### config.mk
export PLATFORM = sky130hd
export DESIGN_NAME = vga_plot_scheduler_flat
export DESIGN_NICKNAME = d
export VERILOG_FILES = /design/src/rtl/vga_plot_scheduler_if.sv /design/src/rtl/vga_plot_scheduler.sv /design/src/flat_wrapper.sv
export SDC_FILE = /design/constraint.sdc
export NUM_CORES = 1
export LEC_CHECK = 0
export ABC_AREA = 0
export CORE_MARGIN = 2
export CORE_UTILIZATION = 55
export CTS_BUF_LIST = sky130_fd_sc_hd__clkbuf_8
export DETAILED_ROUTE_END_ITERATION = 16
export PLACE_DENSITY_LB_ADDON = 0.15
export SLEW_MARGIN = 15
export SYNTH_ARGS = -nofsm -noshare
export SYNTH_HDL_FRONTEND = slang
export SYNTH_SLANG_ARGS = --single-unit
### constraint.sdc
create_clock -name iClock -period 5.8 [get_ports iClock]
set_input_delay 1.74 -clock iClock [delete_from_list [all_inputs] [get_ports iClock]]
set_output_delay 1.74 -clock iClock [all_outputs]
set_load 0.01 [all_outputs]
### src/rtl/vga_plot_scheduler_if.sv
// Pixel-port arbitration bus between the load/draw controllers and the VGA plot scheduler.
//
// Handshake: iReqA/iReqB are level requests. They are held high until the matching
// oDoneA/oDoneB pulse and dropped in the following cycle. A request still high after
// that cycle counts as a new request. iClear is a single-cycle pulse. oClearDone and
// oDone* are single-cycle pulses that coincide with the last pixel of the operation.
// oX/oY/oColour carry a pixel only when oPlot is 1.
interface vga_plot_scheduler_if;
    logic       iReqA;
    logic [7:0] iXA;
    logic [6:0] iYA;
    logic [2:0] iColourA;
    logic       oDoneA;

    logic       iReqB;
    logic [7:0] iXB;
    logic [6:0] iYB;
    logic [2:0] iColourB;
    logic       oDoneB;

    logic       iClear;
    logic       oClearDone;

    logic [7:0] oX;
    logic [6:0] oY;
    logic [2:0] oColour;
    logic       oPlot;
    logic       oBusy;

    // Requester / stimulus side
    modport master (
        output iReqA, iXA, iYA, iColourA,
        output iReqB, iXB, iYB, iColourB,
        output iClear,
        input  oDoneA, oDoneB, oClearDone,
        input  oX, oY, oColour, oPlot, oBusy
    );

    // Scheduler side
    modport slave (
        input  iReqA, iXA, iYA, iColourA,
        input  iReqB, iXB, iYB, iColourB,
        input  iClear,
        output oDoneA, oDoneB, oClearDone,
        output oX, oY, oColour, oPlot, oBusy
    );
endinterface

### src/rtl/vga_plot_scheduler.sv
// VGA plot scheduler: shares one pixel-write port between two box requesters (A, B)
// and a full-screen clear. Boxes are emitted one pixel per clock, x varying fastest.
// Clear has priority, A/B alternate round-robin, and nothing is preempted.
// All outputs are registered; the pixel registers double as the clear scan position.
module vga_plot_scheduler #(
    parameter int X_SCREEN_PIXELS = 160,
    parameter int Y_SCREEN_PIXELS = 120,
    parameter int BOX_SIZE        = 4
) (
    input  logic                       iClock,
    input  logic                       iResetn,
    vga_plot_scheduler_if.slave        bus,
    output logic [1:0]                 dbg_state_o
);

    localparam int KB = $clog2(BOX_SIZE);
    localparam int CW = 2 * KB;
    localparam logic [CW-1:0] LAST_K = CW'((BOX_SIZE * BOX_SIZE) - 1);
    localparam logic [7:0]    X_LAST = 8'(X_SCREEN_PIXELS - 1);
    localparam logic [6:0]    Y_LAST = 7'(Y_SCREEN_PIXELS - 1);

    typedef enum logic [1:0] {
        S_IDLE  = 2'd0,
        S_BOX   = 2'd1,
        S_CLEAR = 2'd2
    } state_t;

    typedef struct packed {
        logic [7:0] x;
        logic [6:0] y;
        logic       vis;
    } pix_t;

    // Pixel k of a box: sums one bit wider than the port so off-screen slots are detected
    // instead of wrapping; the port still carries the truncated sum.
    function automatic pix_t box_pixel(input logic [7:0] bx, input logic [6:0] by,
                                       input logic [CW-1:0] k);
        logic [8:0] xs;
        logic [7:0] ys;
        pix_t       p;
        xs    = {1'b0, bx} + 9'(k[KB-1:0]);
        ys    = {1'b0, by} + 8'(k[CW-1:KB]);
        p.x   = xs[7:0];
        p.y   = ys[6:0];
        p.vis = (xs < 9'(X_SCREEN_PIXELS)) && (ys < 8'(Y_SCREEN_PIXELS));
        return p;
    endfunction

    state_t        state_q, state_d;
    logic          pend_q, pend_d;      // clear requested and not yet started
    logic          rr_q, rr_d;          // 0: A wins a tie, 1: B wins a tie
    logic          own_b_q, own_b_d;    // current box belongs to B
    logic [7:0]    bx_q, bx_d;
    logic [6:0]    by_q, by_d;
    logic [2:0]    bc_q, bc_d;
    logic [CW-1:0] k_q, k_d;            // index of the box pixel currently on the outputs

    logic [7:0]    ox_q, ox_d;
    logic [6:0]    oy_q, oy_d;
    logic [2:0]    oc_q, oc_d;
    logic          plot_q, plot_d;
    logic          busy_q, busy_d;
    logic          done_a_q, done_a_d;
    logic          done_b_q, done_b_d;
    logic          cdone_q, cdone_d;

    logic          want_clear;
    logic          grant_a;
    logic          grant_b;
    pix_t          pix;

    // Arbitration seen from IDLE: pending or same-cycle clear first, then round-robin A/B
    assign want_clear = pend_q | bus.iClear;
    assign grant_a    = !want_clear && bus.iReqA && (!bus.iReqB || !rr_q);
    assign grant_b    = !want_clear && bus.iReqB && (!bus.iReqA ||  rr_q);

    // Next-state and next-output logic; outputs return to zero whenever no pixel is emitted
    always_comb begin
        state_d  = state_q;
        pend_d   = pend_q | bus.iClear;
        rr_d     = rr_q;
        own_b_d  = own_b_q;
        bx_d     = bx_q;
        by_d     = by_q;
        bc_d     = bc_q;
        k_d      = k_q;
        ox_d     = '0;
        oy_d     = '0;
        oc_d     = '0;
        plot_d   = 1'b0;
        busy_d   = 1'b0;
        done_a_d = 1'b0;
        done_b_d = 1'b0;
        cdone_d  = 1'b0;
        pix      = box_pixel(bx_q, by_q, k_q);

        unique case (state_q)
            S_IDLE: begin
                if (want_clear) begin
                    // First clear pixel (0,0) goes out on the grant edge
                    state_d = S_CLEAR;
                    pend_d  = 1'b0;
                    plot_d  = 1'b1;
                    busy_d  = 1'b1;
                end else if (grant_a || grant_b) begin
                    state_d = S_BOX;
                    own_b_d = grant_b;
                    rr_d    = grant_a;
                    bx_d    = grant_b ? bus.iXB     : bus.iXA;
                    by_d    = grant_b ? bus.iYB     : bus.iYA;
                    bc_d    = grant_b ? bus.iColourB : bus.iColourA;
                    k_d     = '0;
                    pix     = box_pixel(bx_d, by_d, '0);
                    ox_d    = pix.x;
                    oy_d    = pix.y;
                    oc_d    = bc_d;
                    plot_d  = pix.vis;
                    busy_d  = 1'b1;
                end
            end

            S_BOX: begin
                if (k_q == LAST_K) begin
                    state_d = S_IDLE;
                end else begin
                    k_d      = k_q + CW'(1);
                    pix      = box_pixel(bx_q, by_q, k_d);
                    ox_d     = pix.x;
                    oy_d     = pix.y;
                    oc_d     = bc_q;
                    plot_d   = pix.vis;
                    busy_d   = 1'b1;
                    done_a_d = (k_d == LAST_K) && !own_b_q;
                    done_b_d = (k_d == LAST_K) &&  own_b_q;
                end
            end

            S_CLEAR: begin
                if ((ox_q == X_LAST) && (oy_q == Y_LAST)) begin
                    state_d = S_IDLE;
                end else begin
                    if (ox_q == X_LAST) begin
                        ox_d = '0;
                        oy_d = oy_q + 7'd1;
                    end else begin
                        ox_d = ox_q + 8'd1;
                        oy_d = oy_q;
                    end
                    plot_d  = 1'b1;
                    busy_d  = 1'b1;
                    cdone_d = (ox_d == X_LAST) && (oy_d == Y_LAST);
                end
            end

            default: begin
                state_d = S_IDLE;
            end
        endcase
    end

    // State and output registers; reset drops any operation in flight without a done pulse
    always_ff @(posedge iClock or negedge iResetn) begin
        if (!iResetn) begin
            state_q  <= S_IDLE;
            pend_q   <= 1'b0;
            rr_q     <= 1'b0;
            own_b_q  <= 1'b0;
            bx_q     <= '0;
            by_q     <= '0;
            bc_q     <= '0;
            k_q      <= '0;
            ox_q     <= '0;
            oy_q     <= '0;
            oc_q     <= '0;
            plot_q   <= 1'b0;
            busy_q   <= 1'b0;
            done_a_q <= 1'b0;
            done_b_q <= 1'b0;
            cdone_q  <= 1'b0;
        end else begin
            state_q  <= state_d;
            pend_q   <= pend_d;
            rr_q     <= rr_d;
            own_b_q  <= own_b_d;
            bx_q     <= bx_d;
            by_q     <= by_d;
            bc_q     <= bc_d;
            k_q      <= k_d;
            ox_q     <= ox_d;
            oy_q     <= oy_d;
            oc_q     <= oc_d;
            plot_q   <= plot_d;
            busy_q   <= busy_d;
            done_a_q <= done_a_d;
            done_b_q <= done_b_d;
            cdone_q  <= cdone_d;
        end
    end

    assign bus.oX         = ox_q;
    assign bus.oY         = oy_q;
    assign bus.oColour    = oc_q;
    assign bus.oPlot      = plot_q;
    assign bus.oBusy      = busy_q;
    assign bus.oDoneA     = done_a_q;
    assign bus.oDoneB     = done_b_q;
    assign bus.oClearDone = cdone_q;
    assign dbg_state_o    = state_q;

endmodule

### src/flat_wrapper.sv
// flat-port wrapper written by rule: the top's interface ports become plain ports
module vga_plot_scheduler_flat 
#(
    parameter int X_SCREEN_PIXELS = 160,
    parameter int Y_SCREEN_PIXELS = 120,
    parameter int BOX_SIZE        = 4
)
  (iClock, iResetn, dbg_state_o, bus_iReqA, bus_iXA, bus_iYA, bus_iColourA, bus_iReqB, bus_iXB, bus_iYB, bus_iColourB, bus_iClear, bus_oDoneA, bus_oDoneB, bus_oClearDone, bus_oX, bus_oY, bus_oColour, bus_oPlot, bus_oBusy);
  vga_plot_scheduler_if bus_i ();
  input  logic iClock;
  input  logic iResetn;
  output logic [1:0] dbg_state_o;
  input wire logic [$bits(bus_i.iReqA)-1:0] bus_iReqA;
  input wire logic [$bits(bus_i.iXA)-1:0] bus_iXA;
  input wire logic [$bits(bus_i.iYA)-1:0] bus_iYA;
  input wire logic [$bits(bus_i.iColourA)-1:0] bus_iColourA;
  input wire logic [$bits(bus_i.iReqB)-1:0] bus_iReqB;
  input wire logic [$bits(bus_i.iXB)-1:0] bus_iXB;
  input wire logic [$bits(bus_i.iYB)-1:0] bus_iYB;
  input wire logic [$bits(bus_i.iColourB)-1:0] bus_iColourB;
  input wire logic [$bits(bus_i.iClear)-1:0] bus_iClear;
  output wire logic [$bits(bus_i.oDoneA)-1:0] bus_oDoneA;
  output wire logic [$bits(bus_i.oDoneB)-1:0] bus_oDoneB;
  output wire logic [$bits(bus_i.oClearDone)-1:0] bus_oClearDone;
  output wire logic [$bits(bus_i.oX)-1:0] bus_oX;
  output wire logic [$bits(bus_i.oY)-1:0] bus_oY;
  output wire logic [$bits(bus_i.oColour)-1:0] bus_oColour;
  output wire logic [$bits(bus_i.oPlot)-1:0] bus_oPlot;
  output wire logic [$bits(bus_i.oBusy)-1:0] bus_oBusy;
  assign bus_i.iReqA = bus_iReqA;
  assign bus_i.iXA = bus_iXA;
  assign bus_i.iYA = bus_iYA;
  assign bus_i.iColourA = bus_iColourA;
  assign bus_i.iReqB = bus_iReqB;
  assign bus_i.iXB = bus_iXB;
  assign bus_i.iYB = bus_iYB;
  assign bus_i.iColourB = bus_iColourB;
  assign bus_i.iClear = bus_iClear;
  assign bus_oDoneA = bus_i.oDoneA;
  assign bus_oDoneB = bus_i.oDoneB;
  assign bus_oClearDone = bus_i.oClearDone;
  assign bus_oX = bus_i.oX;
  assign bus_oY = bus_i.oY;
  assign bus_oColour = bus_i.oColour;
  assign bus_oPlot = bus_i.oPlot;
  assign bus_oBusy = bus_i.oBusy;
  vga_plot_scheduler #(.X_SCREEN_PIXELS(X_SCREEN_PIXELS), .Y_SCREEN_PIXELS(Y_SCREEN_PIXELS), .BOX_SIZE(BOX_SIZE)) u_core (.iClock(iClock), .iResetn(iResetn), .bus(bus_i), .dbg_state_o(dbg_state_o));
endmodule
# After elaboration in Yosys (flattened, before gate mapping)
# Index checks and enable logic that the tools add are counted.
[totals]
word_cells = 112
out_inout_bits = 25
reg_bits = 50
[op_classes]
bitwise = 2
eq_ne = 14
n_reduce_logical = 23
magnitude_cmp = 4
mux = 48
n_addsub = 5
[op_table]
columns = ["cell", "n"]
rows = [
  ["$mux 8", 8],
  ["$mux 7", 8],
  ["$pmux 8 s3", 1],
  ["$pmux 7 s3", 1],
  ["$eq 8x8->1 const B", 2],
  ["$eq 7x7->1 const B", 2],
  ["$mux 1", 14],
  ["$mux 3", 4],
  ["$mux 4", 3],
  ["$logic_and 1x1->1", 10],
  ["$add 8x2->9", 1],
  ["$lt 9x8->1 const B", 1],
  ["$add 7x2->8", 1],
  ["$add 8x1->8 const B", 1],
  ["$eq 4x4->1 const B", 2],
  ["$lt 8x7->1 const B", 1],
  ["$lt 8x8->1 const B", 1],
  ["$mux 2", 4],
  ["$pmux 4 s2", 1],
  ["$add 7x1->7 const B", 1],
  ["$lt 7x7->1 const B", 1],
  ["$ne 2x1->1 const B", 3],
  ["$pmux 1 s3", 2],
  ["$pmux 2 s3", 1],
  ["14 further kinds", 22],
]

# Longest topological paths before layout
[logic_depth]
ltp_word = 10
depth_mapped = 9

# Least setup slack after synthesis
# No wires, ideal clock.
[synth_timing]
path_type = "input to register"
startpoint = "input bus_iReqA"
endpoint = "register u_core.oy_q[5] (netlist: u_core.bus.oY[5])"
t_required_ns = 5.674
setup_slack_ns = 2.779
stages = 6
n_path_buf = 1
t_arrival_ns = 2.895
path_cell_list = "nand2b_1 -> nand3_1 -> clkbuf_1 -> mux2i_1 -> o22ai_1 -> a311o_1"
[synth_via]
elab_chain_cells = 7
word_cells_on_any_way = 10
classes_between = "mux (4); reduce/logical (6)"
[synth_lines]
columns = ["element", "line_no", "rtl"]
rows = [
  ["from (decl)", "flat_wrapper.sv:13", "input wire logic [$bits(bus_i.iReqA)-1:0] bus_iReqA;"],
  ["$logic_not 1->1", "vga_plot_scheduler.sv:75", "assign grant_b = !want_clear && bus.iReqB && (!bus.iReqA || rr_q);"],
  ["$logic_or 1x1->1", "vga_plot_scheduler.sv:75", ""],
  ["$logic_and 1x1->1", "vga_plot_scheduler.sv:75", ""],
  ["$mux 7 or $logic_or 1x1->1 (tied branches)", "vga_plot_scheduler.sv:110, vga_plot_scheduler.sv:105", ""],
  ["$mux 7 *", "vga_plot_scheduler.sv:105", "end else if (grant_a || grant_b) begin"],
  ["$mux 7 *", "vga_plot_scheduler.sv:99", "if (want_clear) begin"],
  ["$pmux 7 s3 *", "vga_plot_scheduler.sv:97", "unique case (state_q)"],
  ["named net u_core.oy_d[5]", "vga_plot_scheduler.sv:59", "logic [6:0] oy_q, oy_d;"],
  ["to (signal assigned)", "vga_plot_scheduler.sv:190", "oy_q <= oy_d;"],
  ["to (decl)", "vga_plot_scheduler.sv:59", ""],
]
# The timed path passes the listed nets; every way through them passes the cells marked *.
# A chain may end at the register's enable or synchronous reset.

# Worst setup path after layout
[layout_timing]
startpoint = "input bus_iClear"
endpoint = "register u_core.oy_q[5] (netlist: u_core.bus.oY[5])"
[layout_via]
elab_chain_cells = 8
word_cells_on_any_way = 11
classes_between = "mux (4); bitwise (1); reduce/logical (6)"
[layout_lines]
columns = ["element", "line_no", "rtl"]
rows = [
  ["from (decl)", "flat_wrapper.sv:21", "input wire logic [$bits(bus_i.iClear)-1:0] bus_iClear;"],
  ["$or 1x1->1 *", "vga_plot_scheduler.sv:73", "assign want_clear = pend_q | bus.iClear;"],
  ["$logic_not 1->1", "vga_plot_scheduler.sv:74, vga_plot_scheduler.sv:75", ""],
  ["$logic_and 1x1->1, on equally long branches (2 in series)", "vga_plot_scheduler.sv:75, vga_plot_scheduler.sv:74", ""],
  ["$mux 7 or $logic_or 1x1->1 (tied branches)", "vga_plot_scheduler.sv:110, vga_plot_scheduler.sv:105", ""],
  ["$mux 7", "vga_plot_scheduler.sv:105", ""],
  ["$mux 7 *", "vga_plot_scheduler.sv:99", ""],
  ["$pmux 7 s3 *", "vga_plot_scheduler.sv:97", ""],
  ["named net u_core.oy_d[5]", "vga_plot_scheduler.sv:59", ""],
]
# Marked as above.

==> out/metrics.cfg <==
[run_status]
outcome = finished clean

[yosys]
synth_cell_types = 53
synth_flop_cell = dfrtp_1
syn_area_mm2 = 0.00309
synth_edf_count = 0
postSynthCellCount = 328
avgSynthCellArea_um2 = 9.43
synth_most_common_cell = dfrtp_1
synth_top_cell_area_share_pct = 40.5
yosysWarnings = 0
synth.net_count = 380
yosysTopAreaCell = dfrtp_1
async_reset_ff_share_pct = 100
ys_ff_latch = 50
seq_area_frac_synth_pct = 40.5
synthTopCellsByArea = dfrtp_1, mux2i_1, nand2_1
yosys-top-cells-count = dfrtp_1, nand2_1, nor2_1

[power]
p_per_area_mw_per_mm2 = 311
p_total_uw = 1210
internal_power_uw = 752
combPwrFrac_pct = 36.7
p_seq_share_pct = 46.4
swShare_pct = 37.7
leakage_uw = 0.00179
vdd_ir_drop_max_mv = 0.162
clockPowerShare_pct = 16.9
switchingPower_uw = 455

[worst_setup_path]
r2r_cells = 9
start_kind = input pin
critPathCaptureType = flip-flop
rr_endpoint = u_core.bus.oPlot
path_max_fanout = 20
path_class = in -> reg
crit_required_ns = 6.00
critical_path_arrival_ns = 3.76
reg2reg_setup_slack_ns = 3.28
worstReg2RegStart = u_core.k_q[0]
endpoint = u_core.bus.oY[5]
worstSetupStartpoint = bus_iClear

[placed_design]
gp_congestion = 0.946
port-buffer-count = 65
dpl.hpwl_mm = 5.44

[clock_tree]
cts-buffers-inserted = 5
clock_path_buffers = 2
htree_levels = 2
tritoncts = yes
cts_setup_buffers = 0
ctsHoldBuffers = 0
clk_pin_slew_ns = 0.09
cts_resized = 0
cts.sink_count = 50
root_buffer = clkbuf_8
insertion_delay_ns = 0.32

[grt]
track_usage_pct = 24.7
grt.met2_usage_pct = 37.0
grt_use_met3_pct = 3.64
overflow = 0
grt_pass1_vias = 2422
busiest_layer = met1
antenna_found_initial = 0
grt_pass1_wl_mm = 12.0
grtUsageMet1_pct = 37.5
grt_max_degree = 51

[floorplanning]
rows = 27
ios = 66
die_width_um = 79.0
initial_core_util_pct = 56.5
dieArea_mm2 = 0.00624
core_mm2 = 0.00547
die_h_um = 79.0

[timing]
min_period_ns = 3.56
slew_headroom_pct = 55.9
rsz0062_at_grt = no
setup_tns_ns = 0
slew_violations = 0
hold_viol = 0
fin_skew_ns = 0.0105
period_share_pct = 61.3
tightest_slew_ns = 0.661
fmax_mhz = 281
setup_violations = 0

[drt]
vias_per_cell = 5.88
dr.pass1.iters = 5
antenna_left = 0
wl_per_cell_um = 15.8
finalWirelength_mm = 7.29
route.detailed.drc = 0
num_vias = 2707
first_iter_violations = 210

[final_layout]
multi_input_comb_area_mm2 = 0.00175
final-seq-area_mm2 = 0.00125
drive_above_1_share_pct = 5.41
num-nets-final = 439
syn2layout_area_growth_pct = 25.3
fill_cells = 444
diodes = 0

[min_path]
hp-class = reg -> reg

[flow_run]
maxCapViolCount = 0

-- cells in the final DEF, fill, tap and decap left out, types with 3 or more instances in the layout --
| cell | Yosys | layout |
|---|---|---|
| mux2i_1 | 19 | 19 |
| nor3_1 | 8 | 8 |
| xnor2_1 | 11 | 11 |
| inv_1 | 9 | 9 |
| nor2b_1 | 5 | 5 |
| nor2_1 | 23 | 23 |
| o21ai_1 | 9 | 8 |
| o221ai_1 | 5 | 5 |
| a21o_1 | 13 | 13 |
| nand2_1 | 37 | 37 |
| clkdlybuf4s50_1 | 0 | 64 |
| and2_1 | 4 | 4 |
| or3_1 | 3 | 3 |
| nand3_1 | 14 | 13 |
| nand4_1 | 6 | 6 |
| xor2_1 | 10 | 10 |
| ha_1 | 9 | 9 |
| nand2b_1 | 6 | 6 |
| clkbuf_8 | 1 | 5 |
| a21oi_1 | 11 | 11 |
| a2bb2oi_1 | 4 | 4 |
| dfrtp_1 | 50 | 50 |
| o21ai_0 | 15 | 15 |
| a31oi_1 | 3 | 3 |
-- cell families after synthesis --
family	after synthesis	synth area share, %
DFF	50	40.5
and+or+nand+nor	123	21.4
adders and majority gates	11	4.94
buffers and inverters	24	3.24
muxes	21	7.00
xor gates and xnor gates	21	5.95
AOI/OAI and AO/OA	78	17.1
-- per-stage QoR --
| step | worst slack [ns] | hold slack (ns) | utilization [%] | instances | area [um^2] |
|---|---|---|---|---|---|
| after floorplan | 2.78 | 0.424 | - | 328 | 3090 |
| after global routing | 2.13 | 0.505 | 70.8 | 460 | 3880 |
| after detailed placement | 1.48 | 0.471 | 69.1 | 452 | 3780 |
| after CTS | 1.81 | 0.491 | 70.7 | 460 | 3870 |
| after global placement | 1.57 | 0.456 | 69.1 | 452 | 3780 |
| final | 2.24 | 0.486 | 70.8 | 460 | 3880 |
-- state kept, by name, summed over array words and instances (netlist names) --
register and cells:
u_core.k_q 4, u_core.bc_q 3, u_core.bus.oDoneB 1, u_core.own_b_q 1, u_core.rr_q 1, u_core.bus.oDoneA 1
u_core.by_q 7, u_core.bus.oColour 3, u_core.bus.oClearDone 1, u_core.dbg_state_o 2, u_core.bus.oX 8, u_core.bus.oPlot 1
u_core.bx_q 8, u_core.pend_q 1, u_core.bus.oY 7, u_core.bus.oBusy 1
-- area by class of cell --
cell class / instances / area share (%)
Clock buffer: 5 / 1.78
Tap cell: 72 / 2.32
Timing Repair Buffer: 67 / 17.0
Clock inverter: 3 / 0.549
Inverter: 9 / 0.872
Sequential cell: 50 / 32.3
Multi-Input combinational cell: 254 / 45.2
-- metal layers --
metal  wire length [um]  vias up
met2               3280      121
li1                   -     1300
met1               3370     1279
met5                  0        -
met4                 80        0
met3                558        7
-- worst min-delay path by stage --
stage                        start           endpoint  cells past startpoint
floorplan           u_core.own_b_q  u_core.bus.oDoneA                      1
global placement    u_core.own_b_q  u_core.bus.oDoneA                      1
detailed placement  u_core.bc_q[0]     u_core.bc_q[0]                      1
CTS                 u_core.own_b_q  u_core.bus.oDoneA                      1
global route        u_core.own_b_q  u_core.bus.oDoneA                      1
finish              u_core.bc_q[0]     u_core.bc_q[0]                      1
-- worst max-delay path, cell delays in order --
cell             delay [ns]
clkdlybuf4s50_1        0.45
nor2_1                 0.18
nand3_2                0.54
mux2i_1                0.41
o22ai_1                0.13
a311o_1                0.28
-- power by group through the flow --
stage          registers [uW]  logic (uW)  clock network, uW
5_1_grt                   577         492                224
3_3_place_gp              558         430                  0
4_1_cts                   558         441                212
2_1_floorplan             535         282                  0
3_5_place_dp              565         438                  0
6_report                  560         443                205
Power figures use the tool's default switching activity.
